[src/rtl/mem_bridge.sv]
// mem_bridge: serialises ICache line refills and DCache word accesses
// onto one word-wide req/ack memory bus.
module mem_bridge #(
  parameter int WORD       = 32,
  parameter int LINE_WORDS = 4
) (
  input  logic                       clk,
  input  logic                       rst,
  input  logic                       ic_valid,
  input  logic [WORD-1:0]            ic_addr,
  output logic                       ic_ready,
  output logic [WORD*LINE_WORDS-1:0] ic_line,
  input  logic                       dc_valid,
  input  logic                       dc_we,
  input  logic [WORD-1:0]            dc_addr,
  input  logic [WORD-1:0]            dc_wdata,
  input  logic [3:0]                 dc_wstrb,
  output logic                       dc_ready,
  output logic [WORD-1:0]            dc_rdata,
  output logic                       mem_req,
  output logic                       mem_we,
  output logic [WORD-1:0]            mem_addr,
  output logic [WORD-1:0]            mem_wdata,
  output logic [3:0]                 mem_wstrb,
  input  logic                       mem_ack,
  input  logic [WORD-1:0]            mem_rdata
);

  localparam int BYTES = WORD / 8;
  localparam int CW    = $clog2(LINE_WORDS);
  localparam int BOFF  = $clog2(BYTES);
  localparam logic [WORD-1:0] W_MASK =
    WORD'(BYTES - 1);
  localparam logic [WORD-1:0] L_MASK =
    WORD'(BYTES * LINE_WORDS - 1);

  typedef enum logic [2:0] {
    S_IDLE,
    S_IC_BURST,
    S_IC_RESP,
    S_DC_ACC,
    S_DC_RESP
  } state_t;

  state_t r_state;
  state_t w_state_nxt;

  logic [CW-1:0]            r_cnt;
  logic [CW-1:0]            w_cnt_inc;
  logic                     w_ack;
  logic                     w_last;
  logic                     r_ic_ready;
  logic                     r_dc_ready;
  logic [WORD*LINE_WORDS-1:0] r_ic_line;
  logic [WORD-1:0]          r_dc_rdata;
  logic                     r_mem_req;
  logic                     r_mem_we;
  logic [WORD-1:0]          r_mem_addr;
  logic [WORD-1:0]          r_mem_wdata;
  logic [3:0]               r_mem_wstrb;

  // acks are only meaningful while a request is outstanding
  assign w_ack     = mem_ack & r_mem_req;
  assign w_last    = (r_cnt == CW'(LINE_WORDS - 1));
  assign w_cnt_inc = r_cnt + CW'(1);

  always_ff @(posedge clk or negedge rst) begin
    if (!rst) r_state <= S_IDLE;
    else      r_state <= w_state_nxt;
  end

  always_comb begin
    w_state_nxt = r_state;
    unique case (r_state)
      S_IDLE: begin
        if (dc_valid)      w_state_nxt = S_DC_ACC;
        else if (ic_valid) w_state_nxt = S_IC_BURST;
      end
      S_IC_BURST: begin
        if (w_ack && w_last) w_state_nxt = S_IC_RESP;
      end
      S_IC_RESP: w_state_nxt = S_IDLE;
      S_DC_ACC: begin
        if (w_ack) w_state_nxt = S_DC_RESP;
      end
      S_DC_RESP: w_state_nxt = S_IDLE;
      default:   w_state_nxt = S_IDLE;
    endcase
  end

  always_ff @(posedge clk or negedge rst) begin
    if (!rst) begin
      r_cnt       <= '0;
      r_ic_ready  <= 1'b0;
      r_dc_ready  <= 1'b0;
      r_ic_line   <= '0;
      r_dc_rdata  <= '0;
      r_mem_req   <= 1'b0;
      r_mem_we    <= 1'b0;
      r_mem_addr  <= '0;
      r_mem_wdata <= '0;
      r_mem_wstrb <= 4'b0000;
    end else begin
      r_mem_req  <= (w_state_nxt == S_IC_BURST) ||
                    (w_state_nxt == S_DC_ACC);
      r_ic_ready <= (w_state_nxt == S_IC_RESP);
      r_dc_ready <= (w_state_nxt == S_DC_RESP);
      unique case (r_state)
        S_IDLE: begin
          if (dc_valid) begin
            r_mem_we    <= dc_we;
            r_mem_addr  <= dc_addr & ~W_MASK;
            r_mem_wdata <= dc_wdata;
            r_mem_wstrb <= dc_we ? dc_wstrb : 4'b0000;
          end else if (ic_valid) begin
            r_cnt       <= '0;
            r_mem_we    <= 1'b0;
            r_mem_addr  <= ic_addr & ~L_MASK;
            r_mem_wdata <= '0;
            r_mem_wstrb <= 4'b0000;
          end
        end
        S_IC_BURST: begin
          if (w_ack) begin
            r_ic_line[int'(r_cnt)*WORD +: WORD] <= mem_rdata;
            r_cnt <= w_cnt_inc;
            // beat index replaces the in-line word bits: no carry out
            r_mem_addr <= {r_mem_addr[WORD-1:BOFF+CW],
                           w_cnt_inc, {BOFF{1'b0}}};
          end
        end
        S_DC_ACC: begin
          if (w_ack && !r_mem_we) r_dc_rdata <= mem_rdata;
        end
        default: ;
      endcase
    end
  end

  assign ic_ready  = r_ic_ready;
  assign ic_line   = r_ic_line;
  assign dc_ready  = r_dc_ready;
  assign dc_rdata  = r_dc_rdata;
  assign mem_req   = r_mem_req;
  assign mem_we    = r_mem_we;
  assign mem_addr  = r_mem_addr;
  assign mem_wdata = r_mem_wdata;
  assign mem_wstrb = r_mem_wstrb;

endmodule

[config.mk]
export PLATFORM = sky130hd
export DESIGN_NAME = mem_bridge
export DESIGN_NICKNAME = d
export VERILOG_FILES = /design/src/rtl/mem_bridge.sv
export SDC_FILE = /design/constraint.sdc
export NUM_CORES = 1
export LEC_CHECK = 0
export CORE_UTILIZATION = 45
export DETAILED_ROUTE_END_ITERATION = 10
export PLACE_DENSITY = 0.81
export SYNTH_ARGS = -nofsm -noshare
export SYNTH_HDL_FRONTEND = slang
export SYNTH_SLANG_ARGS = --single-unit
export TNS_END_PERCENT = 10
[constraint.sdc]
create_clock -name clk -period 2.3 [get_ports clk]
set_input_delay 0.69 -clock clk [delete_from_list [all_inputs] [get_ports clk]]
set_output_delay 0.69 -clock clk [all_outputs]
set_load 0.01 [all_outputs]
==> metrics list <==
- The flow ran to the end, and the final reports show no timing, DRC or antenna violations.
- Post-synthesis cell count: roughly 900
- For the final database, setup skew stands at 8.31 ps.
- Mapped cell area: 10100 um^2
* Number of synthesized register bits: between 200 and 250
- Number of synthesized flops with an enable pin: 0
* Headroom to the max-slew limit: 0.658
- Compared with the post-synthesis result, the final layout area differs by 49.0%.
* Final instance count without filler cells: between 1500 and 2000
- The share of the Yosys chip area taken by registers is 0.582.
- Buffers inserted to repair hold after CTS numbered 0.
- Placer Congestion: between 0.8 and 0.9
- Period minus WS final: 2210 ps
- Summed over all instances, the cell type with the most area after synthesis is sky130_fd_sc_hd__dfrtp_1.
- Leading cell type by number of instances after synthesis: sky130_fd_sc_hd__dfrtp_1
* Die outline width: 152 um
- Mean Syn Cell Area: approximately 12 um^2
- Predominant post-synthesis flop cell: sky130_fd_sc_hd__dfrtp_1
- Worst path slowest cell: sky130_fd_sc_hd__clkdlybuf4s50_1
- After detailed routing, the number of remaining DRC violations is 0.
* Post-route cell area: roughly 15000 um^2
- Period utilization: 0.961
- The die is 152 um tall.
* Sequence of cells on the critical path: clkdlybuf4s50_1
- Total wire length: slightly below 30 mm
- Final Slew Violations: 0
- 0 antenna diodes ended up in the layout.
- Std-Cell Core Area: between 20000 and 25000 um^2
- In this run the count of I/O pins placed on the die edge is 370.
* Number of cells on the worst reg-to-reg path: 6
- Once placement completed, the tool counted placed cells totaling roughly 1500.
* Post-detailed-route via-to-cell ratio: approximately 5.0
- The final layout contains roughly 1400 nets.
- Clock root buffer: sky130_fd_sc_hd__clkbuf_16
- Once detailed placement completed, the half-perimeter wirelength came to slightly above 20 mm.
- The initial antenna violation count is 0.
- Effective utilization at floorplan: 0.461
* First drt pass iteration count: 4
- Worst path required time: approximately 1600 ps
- Reg-to-Reg End: ic_line[53]
- Detailed routing inserted a total of just under 8000 vias.
* Class of the tightest hold or removal check: in2async
* Total Power: between 20 and 25 mW
- Violation count after the first detailed-routing iteration: slightly below 300
- Detailed-route wire length per cell: between 15 and 20 um
- Signal arrival time at the worst endpoint: roughly 1500 ps
- Type of the worst setup path: reg2out
* Sink count of the clock tree: between 200 and 250
- Buffers inserted during clock tree synthesis total 26.
* Power density relative to cell area: approximately 1400 nW/um^2
* Yosys warning total: 0
- The kind of cell with the highest combined delay along the critical path is buffers and inverters.
- After detailed placement, the total cell area comes to ~14000 um^2.
* Total number of placement rows: 54
* Quantity of I/O buffers inserted on ports: roughly 360
- For the worst-skew pair, the clock arrives at the later sink with an insertion delay of roughly 520 ps.
- Across every metal layer, demand over resource in global routing totals 0.251.
* Pin count of the biggest net entering global routing: approximately 60
- The worst setup path is launched from a register.
- Across the run, the number of max-cap violations was 0.
- Counting flops with an async set or reset pin after synthesis yields a share of 1.00.
- Worst VDD drop: between 0.6 and 0.7 mV
- Internal reg-to-reg setup slack: 420 ps
* Clk pin slew, worst setup/hold paths: ~60 ps
- The number of global-route vias before repair is between 8000 and 9000.
- CTS built an H-tree with a depth of 1.
* Crit path largest cell delay: around 600 ps
* CTS-repair resized insts: 0
- Bufs on Longest Clock Path: 3
- The floorplan step defined a die boundary enclosing ~23000 um^2.
* Worst-case hold slack: between 100 and 150 ps
* Peak clock frequency supported by timing: 0.452 GHz
- For the pin with the worst max-slew slack, the measured transition is ~510 ps.
* Fraction of post-synthesis cell area in the top cell type by area: 0.582
- The final hold violation count is 0.
- The number of setup buffers added after CTS is 0.
* Wire length of the first global-routing pass: between 40 and 50 mm
* Static leakage power: roughly 7.4 nW
- Counting both buffers and inverters, the worst setup path holds a total of 1.
- TritonCTS built the clock tree.
- Of the cells placed in the final design, the portion with a size suffix greater than 1 is 0.0910.
* Total gr overflow: 0
- Launch point of the worst reg-to-reg path: r_cnt[1]
- Setup repair after global routing left no endpoint under its margin.
- Top cells by area in the synthesized netlist: sky130_fd_sc_hd__dfrtp_1 58%, sky130_fd_sc_hd__mux2i_1 16%, sky130_fd_sc_hd__inv_1 4.9%
* Final Setup Violations: 0
- Top post-synthesis cells by count: 235 x sky130_fd_sc_hd__dfrtp_1, 158 x sky130_fd_sc_hd__mux2i_1, 133 x sky130_fd_sc_hd__inv_1, 133 x sky130_fd_sc_hd__nand2_1, 56 x sky130_fd_sc_hd__o21ai_0
- TNS Setup: 0 ps
- The netlist uses 37 different library cells.
- Critical path endpoint category: output port
* Critical-path maximum fanout: 3
- Remaining antenna violation count after routing: 0
[flip-flops by register name (all words and copies together), names as in the netlist]
name       cells
dc_rdata      32
dc_ready       1
ic_line      128
ic_ready       1
mem_addr      30
mem_req        1
mem_wdata     32
mem_we         1
mem_wstrb      4
r_cnt          2
r_state        3
[per-stage QoR]
step	setup slack (ps)	utilization
global placement	33.0	0.647
floorplan	407	-
CTS	52.6	0.687
finish	88.7	0.687
global route	34.6	0.687
detailed placement	-12.4	0.647
[kinds of logic (layout without fill, tap and decap cells)]
kind of cell	Yosys count	in the layout	share of synthesized area
AOI/OAI and AO/OA	100	100	0.0655
adders and majority gates	5	5	0.00619
buffers and inverters	187	572	0.0794
DFF	235	235	0.582
muxes	193	193	0.196
other	1	2	0.000371
and+or+nand+nor	157	157	0.0706
[layout by cell type, fill, tap and decap left out, drive strengths merged, types with 2 or more instances in the layout]
cell | Yosys | layout
a22o | 34 | 34
a32o | 4 | 4
and3 | 2 | 2
buf | 31 | 32
bufinv | 0 | 2
clkbuf | 23 | 38
clkdlybuf4s50 | 0 | 359
clkinv | 0 | 8
conb | 1 | 2
dfrtp | 235 | 235
ha | 5 | 5
inv | 133 | 133
mux2 | 35 | 35
mux2i | 158 | 158
nand2 | 133 | 133
nand3 | 5 | 5
nor2 | 4 | 4
nor3b | 4 | 4
o21ai | 58 | 58
[metal layers]
| layer | track usage | vias up | wire (um) |
|---|---|---|---|
| li1 | - | 3604 | - |
| met1 | 0.301 | 3802 | 11400 |
| met2 | 0.442 | 296 | 14600 |
| met3 | 0.0573 | 58 | 1900 |
| met4 | 0.0857 | 0 | 913 |
| met5 | 0 | - | 0 |
[how the worst max path moves through the flow]
stage	slack, ps	end	cells after the start	start
3_3_place_gp	30	dc_rdata[25]	5	mem_ack
2_1_floorplan	410	dc_rdata[4]	6	mem_ack
6_report	90	mem_we	1	mem_we
5_1_grt	30	mem_we	1	mem_we
4_1_cts	50	mem_we	1	mem_we
3_5_place_dp	-10	dc_rdata[21]	5	mem_ack
[power by group]
group / internal (mW) / switching [mW] / total, mW
Combinational: 5.24 / 4.38 / 9.62
Clock: 2.59 / 1.65 / 4.24
Sequential: 6.10 / 1.12 / 7.22
[cell type report]
class | instances | area, um^2
sequential | 235 | 5880
timing repair buffer | 391 | 3980
fill | 1616 | 6840
inverter | 133 | 499
tap | 280 | 350
multi-input combinational | 457 | 3450
clock inverter | 10 | 104
clock buffer | 38 | 787
Note: power is estimated with default switching activity, not from simulation.
